`src/rtl/ucsbece154_mem_pkg.sv`:
```
// Shared memory-side types and defaults for the SDRAM read-port arbiter
// and the icache/dcache block-fill logic.
package ucsbece154_mem_pkg;

   localparam int NUM_REQ     = 3;
   localparam int BLOCK_WORDS = 4;
   localparam int WORD_SIZE   = 32;

   localparam int REQ_IMISS    = 0;
   localparam int REQ_DMISS    = 1;
   localparam int REQ_PREFETCH = 2;

   typedef enum logic [1:0] {
      IDLE,
      BURST,
      DRAIN,
      GAP
   } arb_state_t;

endpackage

```
`src/rtl/ucsbece154_arb_picker.sv`:
```
// Combinational winner select; search starts at rr_ptr and wraps.
// A zero pointer gives fixed priority, lowest index first.
module ucsbece154_arb_picker #(
   parameter int NUM_REQ = 3,
   parameter int IW      = 2
) (
   input  logic [NUM_REQ-1:0] req_valid,
   input  logic [IW-1:0]      rr_ptr,
   output logic [NUM_REQ-1:0] win_oh,
   output logic [IW-1:0]      win_idx,
   output logic               win_any
);

   int idx;

   always_comb begin
      win_oh  = '0;
      win_idx = '0;
      win_any = 1'b0;
      idx     = 0;
      for (int k = 0; k < NUM_REQ; k++) begin
         idx = (int'(rr_ptr) + k) % NUM_REQ;
         if (!win_any && req_valid[idx]) begin
            win_any     = 1'b1;
            win_oh[idx] = 1'b1;
            win_idx     = IW'(idx);
         end
      end
   end

endmodule

```
`src/rtl/ucsbece154_mem_arbiter.sv`:
```
// SDRAM read-port arbiter: one BLOCK_WORDS burst per grant, with cancel.
// Define ARB_RR_EN for round-robin; otherwise fixed priority (req 0 first).
module ucsbece154_mem_arbiter #(
   parameter int NUM_REQ     = ucsbece154_mem_pkg::NUM_REQ,
   parameter int BLOCK_WORDS = ucsbece154_mem_pkg::BLOCK_WORDS,
   parameter int WORD_SIZE   = ucsbece154_mem_pkg::WORD_SIZE
) (
   input  logic                  Clk,
   input  logic                  Reset_n,
   input  logic [NUM_REQ-1:0]    ReqValid,
   input  logic [NUM_REQ*32-1:0] ReqAddress,
   input  logic [NUM_REQ-1:0]    ReqCancel,
   output logic [NUM_REQ-1:0]    ReqGrant,
   output logic [NUM_REQ-1:0]    RespValid,
   output logic [WORD_SIZE-1:0]  RespData,
   output logic                  RespLast,
   output logic [31:0]           MemReadAddress,
   output logic                  MemReadRequest,
   input  logic [WORD_SIZE-1:0]  MemDataIn,
   input  logic                  MemDataReady
);
   import ucsbece154_mem_pkg::*;

   localparam int IW = (NUM_REQ > 1) ? $clog2(NUM_REQ) : 1;
   localparam int CW = $clog2(BLOCK_WORDS);
   localparam logic [CW-1:0] LAST = CW'(BLOCK_WORDS - 1);

   arb_state_t         state;
   logic [IW-1:0]      owner;
   logic [IW-1:0]      rr_ptr;
   logic [IW-1:0]      win_idx;
   logic [NUM_REQ-1:0] win_oh;
   logic               win_any;
   logic [CW-1:0]      cnt;
   logic               last_beat;
   logic               cancel;

   assign last_beat = (cnt == LAST);
   assign cancel    = (state == BURST) && ReqCancel[owner];

   ucsbece154_arb_picker #(
      .NUM_REQ (NUM_REQ),
      .IW      (IW)
   ) u_picker (
      .req_valid (ReqValid),
      .rr_ptr    (rr_ptr),
      .win_oh    (win_oh),
      .win_idx   (win_idx),
      .win_any   (win_any)
   );

`ifdef ARB_RR_EN
   always_ff @(posedge Clk or negedge Reset_n) begin
      if (!Reset_n) begin
         rr_ptr <= '0;
      end else if (state == IDLE && win_any) begin
         rr_ptr <= (win_idx == IW'(NUM_REQ - 1)) ? '0 : win_idx + 1'b1;
      end
   end
`else
   assign rr_ptr = '0;
`endif

   always_ff @(posedge Clk or negedge Reset_n) begin
      if (!Reset_n) begin
         state          <= IDLE;
         owner          <= '0;
         cnt            <= '0;
         ReqGrant       <= '0;
         RespValid      <= '0;
         RespData       <= '0;
         RespLast       <= 1'b0;
         MemReadAddress <= '0;
         MemReadRequest <= 1'b0;
      end else begin
         ReqGrant  <= '0;
         RespValid <= '0;
         RespLast  <= 1'b0;
         unique case (state)
            IDLE: begin
               if (win_any) begin
                  ReqGrant       <= win_oh;
                  MemReadAddress <= ReqAddress[32*win_idx +: 32];
                  MemReadRequest <= 1'b1;
                  owner          <= win_idx;
                  cnt            <= '0;
                  state          <= BURST;
               end
            end
            BURST, DRAIN: begin
               if (cancel) state <= DRAIN;
               if (MemDataReady) begin
                  cnt <= cnt + 1'b1;
                  // a beat coinciding with cancel is dropped
                  if (state == BURST && !cancel) begin
                     RespData         <= MemDataIn;
                     RespValid[owner] <= 1'b1;
                     RespLast         <= last_beat;
                  end
                  if (last_beat) begin
                     MemReadRequest <= 1'b0;
                     state          <= GAP;
                  end
               end
            end
            GAP: begin
               state <= IDLE;
            end
         endcase
      end
   end

endmodule
```
`config.mk`:
```
export PLATFORM = sky130hd
export DESIGN_NAME = ucsbece154_mem_arbiter
export DESIGN_NICKNAME = d
export VERILOG_FILES = /design/src/rtl/ucsbece154_mem_pkg.sv /design/src/rtl/ucsbece154_arb_picker.sv /design/src/rtl/ucsbece154_mem_arbiter.sv
export SDC_FILE = /design/constraint.sdc
export NUM_CORES = 1
export LEC_CHECK = 0
export CELL_PAD_IN_SITES_DETAIL_PLACEMENT = 0
export CELL_PAD_IN_SITES_GLOBAL_PLACEMENT = 1
export CORE_UTILIZATION = 30
export DETAILED_ROUTE_END_ITERATION = 6
export PLACE_DENSITY = 0.92
export SYNTH_ARGS = -nofsm -noshare
export SYNTH_HDL_FRONTEND = slang
export SYNTH_SLANG_ARGS = --single-unit
```
`constraint.sdc`:
```
create_clock -name Clk -period 3.1 [get_ports Clk]
set_input_delay 0.31 -clock Clk [delete_from_list [all_inputs] [get_ports Clk]]
set_output_delay 0.31 -clock Clk [all_outputs]
set_load 0.02 [all_outputs]
```
==> results.json, run 1 <==
{
  "ant_nets": 0,
  "worstPathCellList": "inv_1 -> ha_1 -> nand3_2 -> or3_2 -> mux2_4",
  "num_antenna_cells": 0,
  "synth_top_cell_area_share": 0.5179,
  "htreeDepth": 3,
  "grt_pass1_wl_um": 16620,
  "worst_pin_slew_ns": 1.291,
  "maxCapViolCount": 0,
  "routabilityCongestion": 0.8041,
  "initial_core_util": 0.3112,
  "final_util": 0.5151,
  "path_max_fanout": 33,
  "port_buffers": 208,
  "p_per_area_nw_per_um2": 891.0,
  "clockBufferDepth": 2,
  "fp-row-count": 40,
  "critPathRequiredTime_ns": 3.30,
  "wl_per_cell_um": 15.61,
  "yosys_warnings": 0,
  "syn_nets": 465,
  "power.leakage_nw": 2.673,
  "fmax_mhz": 380.7,
  "root_buffer": "clkbuf_16",
  "layout_common_cells": "clkdlybuf4s50_1, dfrtp_1, nand2_1",
  "ys_top_cells_by_area": "dfrtp_1, mux2_4, a2bb2oi_1",
  "setup_ws_ns": 0.4730,
  "routed_wl_um": 10800,
  "post-cts-setup-buffers": 0,
  "first_pass_iters": 4,
  "synthCells": 323,
  "fin_skew_ns": 0.006330,
  "insertion_delay_ns": 0.32,
  "dp_slack_ns": 0.3361,
  "num_vias": 3309,
  "maxSlewViolCount": 0,
  "cts.repair.resized": 0,
  "rsz0062_at_grt": "false",
  "via_per_inst": 4.782,
  "hold_violations": 0,
  "die_h_um": 114.1,
  "grt_use_total": 0.1626,
  "antenna_found_initial": 0,
  "async_reset_ff_frac": 1.000,
  "syn_to_final_growth_pct": 65.54,
  "synth_edf_count": 0,
  "startpoint_type": "register",
  "dp_hpwl_um": 7860,
  "ir_drop_mv": 0.2784,
  "cp_slowest_stage_delay_ns": 0.91,
  "grt_max_degree": 79,
  "min_period_over_period": 0.8474,
  "nets": 661,
  "dieWidth_um": 114.1,
  "critPathArrivalTime_ns": 2.83,
  "drc_errors": 0,
  "hold_buffers": 0,
  "path_clk_slew_ns": 0.06,
  "numCtsBuffers": 9,
  "cts.sinks": 78,
  "drive_above_1_share": 0.1183,
  "yosys_most_used_dff": "dfrtp_1",
  "syn_avg_cell_area_um2": 11.67,
  "coreArea_um2": 12110,
  "syn-cell-area_um2": 3769,
  "setup_viol": 0,
  "fin_crit_ns": 2.627,
  "cts_tree": "done",
  "worst-setup-path-type": "register to register",
  "synth_top_area_cell": "dfrtp_1",
  "die_area_um2": 13010,
  "cp_slowest_cell": "or3_2",
  "grt_pass1_vias": 3334,
  "yosys.cell_types.count": 37,
  "final_area_um2": 6238,
  "globalRouteOverflowTotal": 0,
  "relSlewSlack": 0.1351,
  "yosysSeqAreaShare": 0.5179,
  "endpoint_kind": "register",
  "final_cells": 692,
  "pin_count": 209,
  "setup_tns_ns": 0,
  "synth_seq_cells": 78,
  "place_area_um2": 5938,
  "dp_cells": 676,
  "min_path_type": "primary input to async pin",
  "final_common_cell": "clkdlybuf4s50_1",
  "outcome": "completed",
  "drtIter0Drc": 139
}
-- Yosys cell counts, drive strengths merged, types with 5 or more instances --
| cell | n |
|---|---|
| a22oi | 32 |
| a2bb2oi | 32 |
| buf | 7 |
| clkbuf | 21 |
| dfrtp | 78 |
| ha | 5 |
| inv | 6 |
| mux2 | 32 |
| nand2 | 40 |
| nor2 | 5 |
| o21ai | 36 |
-- sequential cells by signal (all words and copies together) (netlist names) --
register        flops
cnt                 2
MemReadRequest      1
RespValid           3
state               2
owner               2
RespData           32
RespLast            1
ReqGrant            3
MemReadAddress     32
-- path summary, 6_finish.rpt --
path	slack (ns)	end	startpoint	cells after the start
setup / recovery	0.47	RespData[3]	state[0]	5
hold / removal	0.15	RespData[15]	Reset_n	1
setup reg to reg	0.47	RespData[3]	state[0]	5
hold reg to reg	0.47	MemReadAddress[4]	MemReadAddress[4]	2
max in group asynchronous	2.33	MemReadAddress[14]	Reset_n	1
min in group Clk	0.47	MemReadAddress[4]	MemReadAddress[4]	2
-- layer usage --
| metal | routed length, um | global-route usage | part of all wire |
|---|---|---|---|
| met5 | 0 | 0 | 0 |
| met2 | 5134 | 0.2800 | 0.48 |
| met4 | 110 | 0.04675 | 0.010 |
| met3 | 948 | 0.04976 | 0.088 |
| met1 | 4607 | 0.1956 | 0.43 |
-- where the power goes --
group / total [W] / internal (W) / switching [W]
clock network: 0.00105 / 0.000643 / 0.000411
registers: 0.00176 / 0.00148 / 0.000276
logic: 0.00275 / 0.00146 / 0.00128
total: 0.00556 / 0.00359 / 0.00197
-- cell families after synthesis --
| kind of cell | after synthesis | synth area share |
|---|---|---|
| compound gates | 113 | 0.2108 |
| flops | 78 | 0.5179 |
| simple gates | 60 | 0.07404 |
| buf+inv | 34 | 0.05345 |
| mux | 33 | 0.1272 |
| fa+ha+maj | 5 | 0.01660 |
-- worst max-delay path: cells and delay by family (launching register included) --
kind	cells	cell delay, ns
DFF	1	0.41
muxes	1	0.45
buffers and inverters	1	0.09
adders and majority gates	1	0.46
and+or+nand+nor	2	1.06
-- area by class of cell --
class                   count  area [um^2]
fillers                  1097         5873
flip-flops and latches     78         1952
clock inverters             6        61.31
repair buffers            213         2117
well taps                 168        210.2
inverters                   6        22.52
clock buffers              10        239.0
multi-input cells         211         1637
-- per-stage QoR --
stage / hold slack [ns] / total power (W)
final: 0.1469 / 0.005559
after global routing: 0.2351 / 0.005908
after CTS: 0.1878 / 0.005626
after detailed placement: 0.4693 / 0.004542
after global placement: 0.4602 / 0.004469
after floorplan: 0.01441 / 0.003307
No activity file was read; power rests on OpenSTA's default activity.
==> run 2, diff against run 1 <==
Settings changed: CORE_UTILIZATION 30 to 26, PLACE_DENSITY 0.92 to 0.85.
Clock period 3.1 ns to 2.2 ns, I/O delays scaled along.
==> run 2 against run 1 <==
  * Sequential power increased by 41%
  * Non-clock buffer count is 11 higher
  * Power grew 40%
  * Sequential share of layout area decreased by 0.59 points
  * Largest cell class unchanged
  * Critical path depth up 1
  * Clock-buffer cell count grew 1
  * Combinational power increased by 45%
  * Largest power group unchanged
==> results.json, run 2 (synthesis results as in run 1) <==
{
  "cp_slowest_cell": "or3_2",
  "fmax_mhz": 481.0,
  "min_period_over_period": 0.9451,
  "path_clk_slew_ns": 0.06,
  "pin_count": 209,
  "maxCapViolCount": 0,
  "port_buffers": 208,
  "clockBufferDepth": 2,
  "drtIter0Drc": 130,
  "relSlewSlack": 0.5763,
  "fp-row-count": 43,
  "outcome": "completed",
  "critPathRequiredTime_ns": 2.42,
  "worstPathCellList": "inv_1 -> ha_1 -> nand3_2 -> or3_2 -> buf_12 -> mux2_4",
  "reg2reg_slack_ns": 0.12,
  "antenna_found_initial": 0,
  "setup_viol": 0,
  "final_util": 0.4546,
  "p_total_w": 0.007781,
  "cts.repair.resized": 0,
  "rsz0062_at_grt": "false",
  "startpoint_type": "register",
  "insertion_delay_ns": 0.33,
  "crit_start": "state[0]",
  "die_area_um2": 14980,
  "drive_above_1_share": 0.1292,
  "via_per_inst": 4.676,
  "numCtsBuffers": 9,
  "critPathArrivalTime_ns": 2.29,
  "area.sequential_um2": 1952,
  "ir_drop_mv": 0.4176,
  "grt_max_degree": 68,
  "hold_violations": 0,
  "routed_wl_um": 11270,
  "power.leakage_nw": 2.724,
  "final_common_cell": "clkdlybuf4s50_1",
  "multi_input_area_um2": 1637,
  "fin_skew_ns": 0.005335,
  "cp_slowest_stage_delay_ns": 0.49,
  "min_path_type": "primary input to async pin",
  "dp_hpwl_um": 8703,
  "num-fill-cells": 1324,
  "num_vias": 3339,
  "nets": 672,
  "num_antenna_cells": 0,
  "globalRouteOverflowTotal": 0,
  "setup_tns_ns": 0,
  "cts_tree": "done",
  "first_pass_iters": 4,
  "htreeDepth": 3,
  "initial_core_util": 0.2694,
  "post-cts-setup-buffers": 0,
  "root_buffer": "clkbuf_16",
  "layout_common_cells": "clkdlybuf4s50_1, dfrtp_1, nand2_1",
  "reg_top3": "MemReadAddress (32), RespData (32)",
  "worst-setup-path-type": "register to register",
  "fin_crit_ns": 2.079,
  "syn_to_final_growth_pct": 68.73,
  "die_h_um": 122.4,
  "setup_ws_ns": 0.1208,
  "routabilityCongestion": 0.7381,
  "dieWidth_um": 122.4,
  "worst_r2r_endpoint": "RespData[16]",
  "grt_pass1_vias": 3276,
  "grt_use_total": 0.1496,
  "drc_errors": 0,
  "wl_per_cell_um": 15.79,
  "path_max_fanout": 33,
  "ff2ff_path_depth": 6,
  "hold_buffers": 1,
  "rr_startpoint": "state[0]",
  "dp_slack_ns": 0.1239,
  "p_per_area_nw_per_um2": 1224,
  "maxSlewViolCount": 0,
  "endpoint_kind": "register",
  "ant_nets": 0,
  "coreArea_um2": 13990,
  "cts.sinks": 78,
  "holdWs_ns": 0.4158,
  "worst_pin_slew_ns": 0.6270,
  "grt_pass1_wl_um": 16820
}
## run 2: cell types whose count changed in the layout (fill, tap and decap cells not counted), sizes merged
cell,change
dlygate4sd3,+1
bufinv,-1
clkinvlp,+1
clkinv,-2
buf,+10
clkbuf,+1
## run 2: critical path: cells and delay by family, from the launching register on
kind	cells	cell delay, ns
flops	1	0.42
mux	1	0.32
buf+inv	2	0.29
fa+ha+maj	1	0.33
simple gates	2	0.58
## run 2: report_power, final
group	internal, W	switching, W	leakage (nW)
Clock	0.000754	0.000563	0.121
Sequential	0.00209	0.000396	0.964
Combinational	0.00214	0.00184	1.64
Total	0.00498	0.00280	2.72
## run 2: layout make-up
type,count,share of cell area
Sequential cell,78,0.3070
Timing Repair Buffer,224,0.3562
Clock buffer,11,0.03660
Multi-Input combinational cell,211,0.2574
Tap cell,180,0.03542
Inverter,6,0.003542
Clock inverter,4,0.003935
## run 2: stage by stage
| step | cell area (um^2) | std cells |
|---|---|---|
| CTS | 6359 | 714 |
| detailed placement | 6091 | 698 |
| global placement | 6091 | 698 |
| global route | 6359 | 714 |
| finish | 6359 | 714 |
| floorplan | 3769 | 323 |
## run 2: per-layer routing
layer	share of wire	global-route usage	vias to the layer above	routed length, um
li1	-	-	1604	-
met1	0.40	0.1705	1545	4554
met2	0.47	0.2475	179	5287
met3	0.11	0.05716	11	1251
met4	0.016	0.06631	0	178
met5	0	0	-	0
## run 2: worst max-delay path by stage
stage              endpoint  slack (ns)  cells past startpoint
2_1_floorplan  RespData[10]        0.18                      8
3_3_place_gp   RespData[11]        0.22                      6
3_5_place_dp   RespData[16]        0.12                      6
4_1_cts        RespData[16]        0.11                      6
5_1_grt        RespData[16]        0.05                      6
6_report       RespData[16]        0.12                      6
==> run 3, diff against run 2 <==
Settings changed: REMOVE_ABC_BUFFERS set to 1.
==> run 3 against run 2 <==
  * First-iteration DRC count shrank 20%
  * Critical path depth unchanged
  * Sequential share of layout area is 0.24 points lower
  * Clock skew shrank 0.0012 ns
  * Largest cell class unchanged
  * Hold slack got worse by 0.026 ns
  * Highest routed layer unchanged
==> results.json, run 3 (synthesis results as in run 1) <==
{
  "insertion_delay_ns": 0.34,
  "cts_tree": "done",
  "numCtsBuffers": 9,
  "port_buffers": 208,
  "startpoint_type": "register",
  "layout_common_cells": "clkdlybuf4s50_1, dfrtp_1, nand2_1",
  "grt_use_total": 0.1545,
  "p_per_area_nw_per_um2": 1236,
  "via_per_inst": 4.705,
  "die_h_um": 122.4,
  "syn_to_final_growth_pct": 70.05,
  "setup_viol": 0,
  "antenna_found_initial": 1,
  "relSlewSlack": 0.6701,
  "num-fill-cells": 1304,
  "worst_r2r_endpoint": "RespData[18]",
  "path_clk_slew_ns": 0.06,
  "ant_nets": 0,
  "final_common_cell": "clkdlybuf4s50_1",
  "critPathArrivalTime_ns": 2.22,
  "coreArea_um2": 13990,
  "cp_slowest_cell": "or3_4",
  "wl_per_cell_um": 16.30,
  "grt_pass1_vias": 3307,
  "drtIter0Drc": 104,
  "routabilityCongestion": 0.7727,
  "worst_pin_slew_ns": 0.4948,
  "power.leakage_nw": 2.756,
  "rr_startpoint": "state[1]",
  "grt_pass1_wl_um": 17460,
  "fin_skew_ns": 0.004110,
  "num_vias": 3383,
  "worst-setup-path-type": "register to register",
  "nets": 675,
  "rsz0062_at_grt": "false",
  "path_max_fanout": 16,
  "dp_hpwl_um": 8904,
  "fmax_mhz": 499.5,
  "die_area_um2": 14980,
  "root_buffer": "clkbuf_16",
  "reg_top3": "MemReadAddress (32), RespData (32)",
  "globalRouteOverflowTotal": 0,
  "ff2ff_path_depth": 6,
  "initial_core_util": 0.2694,
  "routed_wl_um": 11720,
  "fin_crit_ns": 2.002,
  "grt_max_degree": 48,
  "min_period_over_period": 0.9099,
  "fp-row-count": 43,
  "first_pass_iters": 4,
  "critPathRequiredTime_ns": 2.42,
  "reg2reg_slack_ns": 0.20,
  "outcome": "completed",
  "hold_violations": 0,
  "htreeDepth": 3,
  "min_path_type": "primary input to async pin",
  "drc_errors": 0,
  "pin_count": 209,
  "maxCapViolCount": 0,
  "p_total_w": 0.007921,
  "endpoint_kind": "register",
  "dieWidth_um": 122.4,
  "ir_drop_mv": 0.4509,
  "final_util": 0.4581,
  "drive_above_1_share": 0.1394,
  "cp_slowest_stage_delay_ns": 0.43,
  "maxSlewViolCount": 0,
  "cts.sinks": 78,
  "worstPathCellList": "inv_1 -> ha_1 -> nand3_2 -> or3_4 -> clkbuf_16 -> mux2_4",
  "clockBufferDepth": 2
}
[run 3: cell types whose count changed in the layout (fill, tap and decap cells not counted), sizes merged]
cell	previous run	this run
diode	0	1
clkinv	2	3
clkbuf	11	12
buf	16	18
[run 3: how the worst max path moves through the flow]
| stage | slack [ns] | to | start |
|---|---|---|---|
| 6_report | 0.20 | RespData[18] | state[1] |
| 5_1_grt | 0.10 | RespData[19] | state[1] |
| 4_1_cts | 0.07 | RespData[23] | state[0] |
| 3_5_place_dp | 0.08 | RespData[28] | state[0] |
| 3_3_place_gp | 0.16 | RespData[4] | state[0] |
| 2_1_floorplan | -1.85 | MemReadAddress[0] | ReqValid[0] |
[run 3: per-layer routing]
layer,part of all wire,GRT usage
met1,0.40,0.1786
met2,0.48,0.2584
met3,0.11,0.06831
met4,0.0066,0.04116
met5,0,0
[run 3: area by class of cell]
type,instances,area [um^2],share of cell area
multi-input cells,211,1640,0.2560
well taps,180,225.2,0.03514
flip-flops and latches,78,1952,0.3046
clock inverters,5,33.78,0.005271
diodes,1,2.502,0.0003905
repair buffers,227,2280,0.3557
clock buffers,11,252.7,0.03944
inverters,6,22.52,0.003514
[run 3: critical path: cells and delay by family (launching register included)]
family	cells	cell delay (ns)
flip-flops	1	0.39
buffers and inverters	2	0.32
adder cells (fa/ha/maj)	1	0.32
multiplexers	1	0.31
AND/OR/NAND/NOR	2	0.55
[run 3: timing repair]
item / in CTS / in global routing
hold buffers: 1 / 0
endpoints found under the hold margin: 35 / 0
setup buffers: 0 / 2
endpoints found under the setup margin: 0 / 29
gates resized for setup: 0 / 1
[run 3: per-stage QoR]
step	setup WS, ns	instance area (um^2)	TNS [ns]	hold WS [ns]	cells
after floorplan	-1.845	3590	-76.23	-0.07559	295
after global placement	0.1599	6066	0	0.2105	698
after detailed placement	0.08471	6066	0	0.2239	698
after CTS	0.07272	6362	0	0.4029	715
after global routing	0.1005	6406	0	0.4384	718
final	0.1981	6409	0	0.3895	719
[run 3: where the power goes]
| part | internal, W | switching, W |
|---|---|---|
| combinational | 0.00217 | 0.00184 |
| clock | 0.000823 | 0.000591 |
| sequential | 0.00209 | 0.000405 |
